## src/rtl/serial_adder_pkg.sv

```systemverilog
// Shared constants for the bit-serial adder: FSM state encoding and legal WIDTH range.
`timescale 1ns/1ps
package serial_adder_pkg;
  typedef enum logic [1:0] {
    ST_IDLE  = 2'd0,
    ST_SHIFT = 2'd1,
    ST_DONE  = 2'd2
  } state_t;

  localparam int WIDTH_MIN = 2;
  localparam int WIDTH_MAX = 32;
endpackage

```

## src/rtl/fa_slice.sv

```systemverilog
// Single full-adder slice; the only arithmetic in the serial adder.
`timescale 1ns/1ps
module fa_slice (
  input  logic x,
  input  logic y,
  input  logic ci,
  output logic s,
  output logic co
);
  assign s  = x ^ y ^ ci;
  assign co = (x & y) | (x & ci) | (y & ci);
endmodule

```

## src/rtl/serial_adder_n.sv

```systemverilog
// Bit-serial adder, LSB first, WIDTH cycles per operation plus one DONE cycle.
// Define SERIAL_ADDER_SUB_EN to honour the sub input (a - b); otherwise add-only.
`timescale 1ns/1ps
module serial_adder_n
  import serial_adder_pkg::*;
#(
  parameter int WIDTH = 4
) (
  input  logic             clk,
  input  logic             rst,
  input  logic             start,
  input  logic [WIDTH-1:0] a,
  input  logic [WIDTH-1:0] b,
  input  logic             sub,
  output logic             busy,
  output logic             done,
  output logic [WIDTH-1:0] sum,
  output logic             cout
);
  localparam int CW = (WIDTH > 1) ? $clog2(WIDTH) : 1;

  if (WIDTH < WIDTH_MIN || WIDTH > WIDTH_MAX) begin : g_bad_width
    $error("serial_adder_n: WIDTH out of range");
  end

  state_t           state, state_nxt;
  logic [WIDTH-1:0] a_sh, b_sh, res_sh;
  logic [CW-1:0]    cnt;
  logic             carry;
  logic             y, s, co, seed, last;

`ifdef SERIAL_ADDER_SUB_EN
  logic sub_q;
  always_ff @(posedge clk or posedge rst) begin
    if (rst)                          sub_q <= 1'b0;
    else if (state == ST_IDLE && start) sub_q <= sub;
  end
  // Two's complement subtract: invert b per slice, seed carry with 1.
  assign y    = b_sh[0] ^ sub_q;
  assign seed = sub;
`else
  logic unused_sub;
  assign unused_sub = sub;
  assign y          = b_sh[0];
  assign seed       = 1'b0;
`endif

  fa_slice u_fa (
    .x  (a_sh[0]),
    .y  (y),
    .ci (carry),
    .s  (s),
    .co (co)
  );

  assign last = (cnt == CW'(WIDTH - 1));
  assign busy = (state != ST_IDLE);
  assign done = (state == ST_DONE);

  always_ff @(posedge clk or posedge rst) begin
    if (rst) state <= ST_IDLE;
    else     state <= state_nxt;
  end

  always_comb begin
    state_nxt = state;
    case (state)
      ST_IDLE:  if (start) state_nxt = ST_SHIFT;
      ST_SHIFT: if (last)  state_nxt = ST_DONE;
      default:             state_nxt = ST_IDLE;
    endcase
  end

  always_ff @(posedge clk or posedge rst) begin
    if (rst) begin
      a_sh   <= '0;
      b_sh   <= '0;
      res_sh <= '0;
      cnt    <= '0;
      carry  <= 1'b0;
      sum    <= '0;
      cout   <= 1'b0;
    end else begin
      case (state)
        ST_IDLE: if (start) begin
          a_sh  <= a;
          b_sh  <= b;
          carry <= seed;
          cnt   <= '0;
        end
        ST_SHIFT: begin
          carry  <= co;
          res_sh <= {s, res_sh[WIDTH-1:1]};
          a_sh   <= a_sh >> 1;
          b_sh   <= b_sh >> 1;
          cnt    <= cnt + CW'(1);
          // Result is published only on completion so a reset never leaks a partial sum.
          if (last) begin
            sum  <= {s, res_sh[WIDTH-1:1]};
            cout <= co;
          end
        end
        default: ;
      endcase
    end
  end
endmodule

```

## config.mk

```make
export PLATFORM = sky130hd
export DESIGN_NAME = serial_adder_n
export DESIGN_NICKNAME = d
export VERILOG_FILES = /design/src/rtl/serial_adder_pkg.sv /design/src/rtl/fa_slice.sv /design/src/rtl/serial_adder_n.sv
export SDC_FILE = /design/constraint.sdc
export NUM_CORES = 1
export LEC_CHECK = 0
export ABC_AREA = 1
export ABC_CLOCK_PERIOD_IN_PS = 1500
export CORE_MARGIN = 2
export CORE_UTILIZATION = 59
export CTS_CLUSTER_DIAMETER = 200
export DETAILED_ROUTE_END_ITERATION = 6
export DONT_BUFFER_PORTS = 1
export GPL_ROUTABILITY_DRIVEN = 0
export HOLD_SLACK_MARGIN = 0.15
export PLACE_DENSITY = 0.82
export SYNTH_ARGS = -nofsm -noshare
export SYNTH_HDL_FRONTEND = slang
export SYNTH_HIERARCHICAL = 1
export SYNTH_SLANG_ARGS = --single-unit
```

## constraint.sdc

```tcl
create_clock -name clk -period 1.5 [get_ports clk]
set_input_delay 0.225 -clock clk [delete_from_list [all_inputs] [get_ports clk]]
set_output_delay 0.225 -clock clk [all_outputs]
set_load 0.02 [all_outputs]
```

# After elaboration in Yosys (flattened, before gate mapping)

Index checks and enable logic that the tools add are counted.

Register bits: 22
Input port bits: 12
Output and inout port bits: 7
Word-level logic and storage cells: 38

Add/sub/neg operators: 1
Equality and inequality tests: 5
Multiplexer cells: 11
Bitwise gates (word level): 7
Reductions and logical operators: 6

Operator list:

| kind                | number |
|---|---|
| $pmux 4 s2          | 2 |
| $mux 4              | 2 |
| $pmux 2 s2          | 2 |
| $mux 2              | 3 |
| $reduce_and 2->1    | 3 |
| $eq 2x2->1 const B  | 2 |
| $ne 2x2->1 const B  | 2 |
| $reduce_bool 2->1   | 2 |
| $and 1x1->1         | 3 |
| $add 2x1->2 const B | 1 |
| $eq 2x1->1 const B  | 1 |
| $logic_not 2->1     | 1 |
| $or 1x1->1          | 2 |
| $pmux 1 s2          | 1 |
| $xor 1x1->1         | 2 |
| $mux 1              | 1 |

# Depth between registers and ports, before layout

Gate-level depths: netlist of the first run.

Depth after elaboration: 4
Depth in mapped cells: 6
Depth with buffers taken out: 6

# Cells and area by module

The synthesis of the first run kept the hierarchy.

Modules (own cells, without submodules):

| module         | instances | cells each | area each (µm²) | sequential area each (µm²) |
|---|---|---|---|---|
| serial_adder_n | 1         | 112        | 953.4           | 525.5 |
| fa_slice       | 1         | 1          | 20.0            | 0.0 |

# Worst setup path after synthesis of the first run

No wires, ideal clock.

Path kind: flip-flop to flip-flop
Start point: register b_sh[0]
End point: register res_sh[3]
Setup time: 0.083 ns
Arrival: 1.069 ns
Data required time: 1.417 ns
Setup slack: 0.348 ns
Cell stages (with the launch flop): 4
Path buffers: 0
Clock period less this slack: 1.152 ns
Cells stage by stage: dfrtp_1 > fa_1 > inv_1 > o21ai_0

Word-level cells in the longest chain between the ends: 2

RTL lines:

| item                      | RTL line             | text |
|---|---|---|
| start, declared           | serial_adder_n.sv:27 | `logic [WIDTH-1:0] a_sh, b_sh, res_sh;` |
| start signal, assigned    | serial_adder_n.sv:95 | `b_sh <= b_sh >> 1;` |
| $xor 1x1->1 (2 in series) | fa_slice.sv:10       | `assign s = x ^ y ^ ci;` |
| named net s               | serial_adder_n.sv:30 | `logic y, s, co, seed, last;` |
| end signal, assigned      | serial_adder_n.sv:93 | `res_sh <= {s, res_sh[WIDTH-1:1]};` |
| end, declared             | serial_adder_n.sv:27 |  |

The timed path passes the listed nets, and every way through them passes these cells.
A chain may end at the register's enable or synchronous reset.

# Worst setup path after layout of the first run

Start point: register state[0]
End point: output port busy

Word-level cells in the longest chain between the ends: 1

RTL lines:

| item                   | RTL line             | text |
|---|---|---|
| start, declared        | serial_adder_n.sv:26 | `state_t state, state_nxt;` |
| start signal, assigned | serial_adder_n.sv:62 | `else state <= state_nxt;` |
| $reduce_bool 2->1      | serial_adder_n.sv:57 | `assign busy = (state != ST_IDLE);` |
| end, declared          | serial_adder_n.sv:15 | `output logic busy,` |

No other way between the ends.

==> results of run 1 <==
stage by stage:
step	cell area, um2	hold slack, ns	total power [uW]	util	instances
2_1_floorplan	973.4	0.2015	1854	-	113
3_3_place_gp	978.4	0.1598	1945	0.6420	128
3_5_place_dp	978.4	0.1613	1984	0.6420	128
4_1_cts	1107	0.2077	2286	0.7266	142
5_1_grt	1107	0.2632	2469	0.7266	142
6_report	1107	0.2465	2276	0.7266	142
power breakdown:
part | switching (uW) | internal, uW | total [uW]
logic | 570 | 330 | 900
clock network | 178 | 99.7 | 278
registers | 274 | 824 | 1100
total | 1020 | 1250 | 2280
sequential cells by signal, summed over array words and instances (netlist names):
name and cells:
carry 1, cnt 2, b_sh 4, state 2, sum 4, cout 1
res_sh 3, a_sh 4
placed cells by master, fill, tap and decap left out, types with 2 or more instances in the layout:
| cell type | netlist | layout |
|---|---|---|
| nand2_1 | 39 | 39 |
| dfrtp_1 | 21 | 20 |
| inv_1 | 18 | 18 |
| dlygate4sd3_1 | 0 | 10 |
| nand3_1 | 8 | 8 |
| o21ai_1 | 6 | 6 |
| o21ai_0 | 4 | 4 |
| inv_2 | 3 | 3 |
| nor2_1 | 3 | 3 |
| clkbuf_4 | 0 | 3 |
| nand2_4 | 2 | 2 |
| a21oi_1 | 2 | 2 |
worst reg2reg max path, stage by stage, from the launching register on:
cell	delay [ns]
dfrtp_1	0.42
fa_1	0.54
inv_1	0.05
o21ai_0	0.14
logic make-up after synthesis:
logic type                 count (synthesis)
AOI/OAI and AO/OA                         13
adders and majority gates                  2
buffers and inverters                     23
DFF                                       21
and+or+nand+nor                           54
per-layer routing:
metal	wire length [um]	part of all wire	up-vias
li1	-	-	367
met1	835	0.47	333
met2	808	0.45	22
met3	65	0.036	8
met4	83	0.046	0
met5	0	0	-
worst max-delay path by stage:
stage / start / to / slack [ns]
2_1_floorplan: b_sh[0] / res_sh[3] / 0.35
3_3_place_gp: state[0] / a_sh[1] / 0.23
3_5_place_dp: state[0] / a_sh[0] / 0.24
4_1_cts: state[0] / done / 0.06
5_1_grt: state[0] / busy / 0.01
6_report: state[0] / busy / 0.05
area by class of cell:
| cell class | instances | area [um2] |
|---|---|---|
| clock inverters | 1 | 5.005 |
| clock buffers | 3 | 22.52 |
| flip-flops and latches | 21 | 526.8 |
| well taps | 16 | 20.02 |
| inverters | 21 | 78.83 |
| repair buffers | 11 | 107.6 |
| multi-input cells | 69 | 346.6 |
| fillers | 114 | 416.7 |
repair_timing:
action / 4_1_cts / 5_1_grt
gates resized for setup: 1 / 0
hold buffers: 10 / 0
endpoints found under the setup margin: 2 / 0
endpoints found under the hold margin: 31 / 0
==> results_dict.tcl, run 1 <==
set metrics [dict create \
    syn_area_um2 973.4 \
    whs_path_depth 3 \
    synth_most_common_cell "nand2_1" \
    cts_buffers 3 \
    layout_setup_ws_ns 0.04585 \
    drive_above_1_share 0.1111 \
    hold_violations 0 \
    syn_area_per_cell_um2 8.614 \
    synth_nets 127 \
    p_leak_uw 0.0005988 \
    start_util 0.6388 \
    synth_top_family_by_area "simple AND/OR/NAND/NOR gates" \
    synth_top_area_share 0.5398 \
    worstHoldEndpoint "a_sh[3]" \
    path_max_fanout 12 \
    vdd_drop_max_mv 1.280 \
    maxCapViolCount 0 \
    use_met1 0.2665 \
    track_usage 0.2054 \
    grt_max_degree 22 \
    root_buffer "clkbuf_4" \
    dp_hpwl_mm 1.090 \
    ant_nets 0 \
    timing_worst_setup_path_type "flop to output port" \
    grt_pass1_wl_mm 2.904 \
    critical-path-top-delay-family "flip-flops" \
    min_period_over_period 0.9694 \
    synth_cell_type_count 16 \
    die_w_um 44.62 \
    synth_top_cells_by_area "dfrtp_1 54%, nand2_1 15%, inv_1 6.9%, nand3_1 4.1%, o21ai_1 3.1%" \
    grt.overflow.total 0 \
    synth_compound_area_frac 0.07841 \
    synth-warning-count 6 \
    min_from "start" \
    ys_seq_area_frac 0.5398 \
    ys_seq_elements 21 \
    synth_mux_area_frac 0 \
    startpoint_type "flop" \
    antenna_found_initial 0 \
    numClockSinks 21 \
    busiest_layer "met2" \
    worstPathRequired_ns 1.27 \
    finalSetupViolCount 0 \
    core_um2 1524 \
    rsz0062_at_grt "no" \
    arrival_ns 1.23 \
    grt_pass1_vias 706 \
    drtPass1Iterations 5 \
    min_path_type "input port to flop" \
    critPathSlowestCell "dfrtp_2" \
    synthXorXnorAreaFrac 0 \
    slew_violations 0 \
    use_met2 0.3188 \
    r2r_cells 3 \
    path_depth 2 \
    min_period_ns 1.454 \
    die_area_um2 1991 \
    fin_skew_ns 0.007438 \
    drc 0 \
    async_reset_ff_frac 1.000 \
    pin_count 19 \
    antenna_cells 0 \
    crit_chain "nor2_1 > inv_1" \
    synth-simple-area-share 0.2442 \
    io_buffers 0 \
    fin_setup_tns_ns 0 \
    cts_max_level 1 \
    rows 14 \
    path_buf_inv 1 \
    post_cts_buffers 0 \
    cts_tree "done" \
    path_clk_slew_ns 0.12 \
    use_met3 0.03265 \
    nets 141 \
    slowest_delay_ns 0.54 \
    area_growth_pct 13.75 \
    relSlewSlack 0.7505 \
    drt-initial-drc-count 12 \
    power_density_nw_per_um2 2055 \
    synthAdderAreaFrac 0.03342 \
    die_y_um 44.62 \
    post-place-ws_ns 0.2353 \
    end_kind "output port" \
    synth-edff-count 0 \
    synthTopCellsByCount "39 x nand2_1, 21 x dfrtp_1, 18 x inv_1" \
    routed_via_density 5.141 \
    reg2reg_to "res_sh[3]" \
    clock_latency_ns 0.31 \
    cts_buffer_depth 2 \
    wl_per_cell_um 12.62 \
    worst-slew-pin-transition_ns 0.3729 \
    synthCells 113 \
    clock.fmax_mhz 687.7 \
    wl_mm 1.792 \
    outcome "completed" \
    r2r_start "b_sh[0]" \
    r2r_slack_ns 0.28 \
    synthFlopType "dfrtp_1" \
    num_vias 730 \
    synth_top_area_cell "dfrtp_1" \
]
(Power assumes the default switching activity.)
==> run 2: changes to the inputs <==
--- a/config.mk
+++ b/config.mk
@@ -7,7 +7,6 @@
 export LEC_CHECK = 0
 export ABC_AREA = 1
 export ABC_CLOCK_PERIOD_IN_PS = 1500
-export CORE_MARGIN = 2
 export CORE_UTILIZATION = 59
 export CTS_CLUSTER_DIAMETER = 200
 export DETAILED_ROUTE_END_ITERATION = 6
==> run 2 against run 1 <==
  * Register-to-register slack is essentially flat
  * Cell area down 1.6%
  * Routed wire length decreased by 4.5%
  * Non-clock buffer count shrank 2
  * Combinational power grew 1%
  * Setup slack improved by 0.026 ns
  * Global-route usage is essentially flat
  * Sequential cell count did not move
  * Clock-buffer cell count stayed put
  * Via count down 0.68%
  * Clock power hardly changed
  * Critical path type unchanged
  * Highest routed layer unchanged
==> results_dict.tcl, run 2 (synthesized netlist as in run 1, its figures left out) <==
set metrics [dict create \
    rsz0062_at_grt "no" \
    nets 139 \
    die_w_um 42.62 \
    die_area_um2 1816 \
    pin_count 19 \
    r2r_start "b_sh[0]" \
    grt_pass1_wl_mm 2.787 \
    track_usage 0.2051 \
    reg2reg_to "res_sh[3]" \
    clock_latency_ns 0.31 \
    drt-initial-drc-count 11 \
    antenna_found_initial 0 \
    rows 14 \
    placed_cell_area_um2 978.4 \
    worstHoldEndpoint "b_sh[1]" \
    cts_buffers 3 \
    multi_input_area_um2 349.1 \
    relSlewSlack 0.7517 \
    final_common_cell "nand2_1" \
    hold_violations 0 \
    numClockSinks 21 \
    drc 0 \
    die_y_um 42.62 \
    register_area_um2 526.8 \
    p_leak_uw 0.0005904 \
    clock.fmax_mhz 700.1 \
    hold-worst-slack_ns 0.1436 \
    io_buffers 0 \
    layout_setup_ws_ns 0.07158 \
    outcome "completed" \
    arrival_ns 1.20 \
    power_density_nw_per_um2 2095 \
    fin_setup_tns_ns 0 \
    wl_mm 1.712 \
    r2r_slack_ns 0.28 \
    root_buffer "clkbuf_4" \
    path_buf_inv 0 \
    slowest_delay_ns 0.54 \
    post-place-ws_ns 0.2284 \
    fin_skew_ns 0.005277 \
    path_max_fanout 12 \
    reg.largest.list "a_sh: 4 flops, b_sh: 4 flops, sum: 4 flops" \
    slew_violations 0 \
    whs_path_depth 4 \
    grt.overflow.total 0 \
    wl_per_cell_um 12.23 \
    dp_hpwl_mm 1.096 \
    final_cell_mix "39 x nand2_1, 20 x dfrtp_1, 18 x inv_1, 8 x nand3_1, 8 x dlygate4sd3_1" \
    start_util 0.6388 \
    crit_chain "nor2_1" \
    design_area_um2 1090 \
    timing_worst_setup_path_type "flop to output port" \
    critical-path-top-delay-family "flip-flops" \
    cts_tree "done" \
    drive_above_1_share 0.1210 \
    num_vias 725 \
    core_um2 1524 \
    cts_max_level 1 \
    path_clk_slew_ns 0.13 \
    cts_buffer_depth 2 \
    min_period_ns 1.428 \
    fillCellCount 119 \
    min_path_type "input port to flop" \
    worstPathRequired_ns 1.27 \
    end_kind "output port" \
    finalSetupViolCount 0 \
    worst-slew-pin-transition_ns 0.3710 \
    area_growth_pct 11.95 \
    routed_via_density 5.179 \
    min_from "b[1]" \
    startpoint_type "flop" \
    drtPass1Iterations 4 \
    antenna_cells 0 \
    grt_pass1_vias 675 \
    maxCapViolCount 0 \
    grt_max_degree 22 \
    critPathSlowestCell "dfrtp_2" \
    vdd_drop_max_mv 1.215 \
    r2r_cells 3 \
    post_cts_buffers 0 \
    ant_nets 0 \
    min_period_over_period 0.9523 \
]
==> run 2: where the power goes <==
group          internal (uW)  switching, uW
clock network           99.4            181
logic                    330            581
registers                823            268
total                   1250           1030
==> run 2: repair_timing <==
action,in CTS,in global routing
resized for setup,1,1
hold buffers,8,0
gates cloned,0,0
endpoints found under the hold margin,29,0
setup endpoints to repair,2,1
==> run 2: layout make-up <==
| cell class | count | area share |
|---|---|---|
| inverter | 21 | 0.07233 |
| tap | 16 | 0.01837 |
| multi-input combinational | 69 | 0.3203 |
| clock buffer | 3 | 0.02067 |
| sequential | 21 | 0.4834 |
| clock inverter | 1 | 0.004592 |
| timing repair buffer | 9 | 0.08037 |
==> run 2: per-stage QoR <==
| stage | total power (uW) | std cells | utilization |
|---|---|---|---|
| 2_1_floorplan | 1854 | 113 | - |
| 3_3_place_gp | 1943 | 128 | 0.6420 |
| 3_5_place_dp | 1986 | 128 | 0.6420 |
| 4_1_cts | 2278 | 140 | 0.7135 |
| 5_1_grt | 2475 | 140 | 0.7151 |
| 6_report | 2283 | 140 | 0.7151 |
==> run 2: worst max-delay path by stage <==
stage	from	end	slack (ns)	cells after the start
global route	state[1]	done	0.03	2
finish	state[0]	done	0.07	1
global placement	state[0]	b_sh[2]	0.23	4
CTS	state[0]	done	0.08	1
floorplan	b_sh[0]	res_sh[3]	0.35	3
detailed placement	state[0]	b_sh[1]	0.23	4
==> run 2: metal layers <==
| metal | share of wire | up-vias | track usage |
|---|---|---|---|
| met2 | 0.48 | 21 | 0.3091 |
| met3 | 0.039 | 2 | 0.04741 |
| met5 | 0 | - | 0 |
| li1 | - | 362 | - |
| met4 | 0.0047 | 0 | 0.08125 |
| met1 | 0.47 | 340 | 0.2882 |
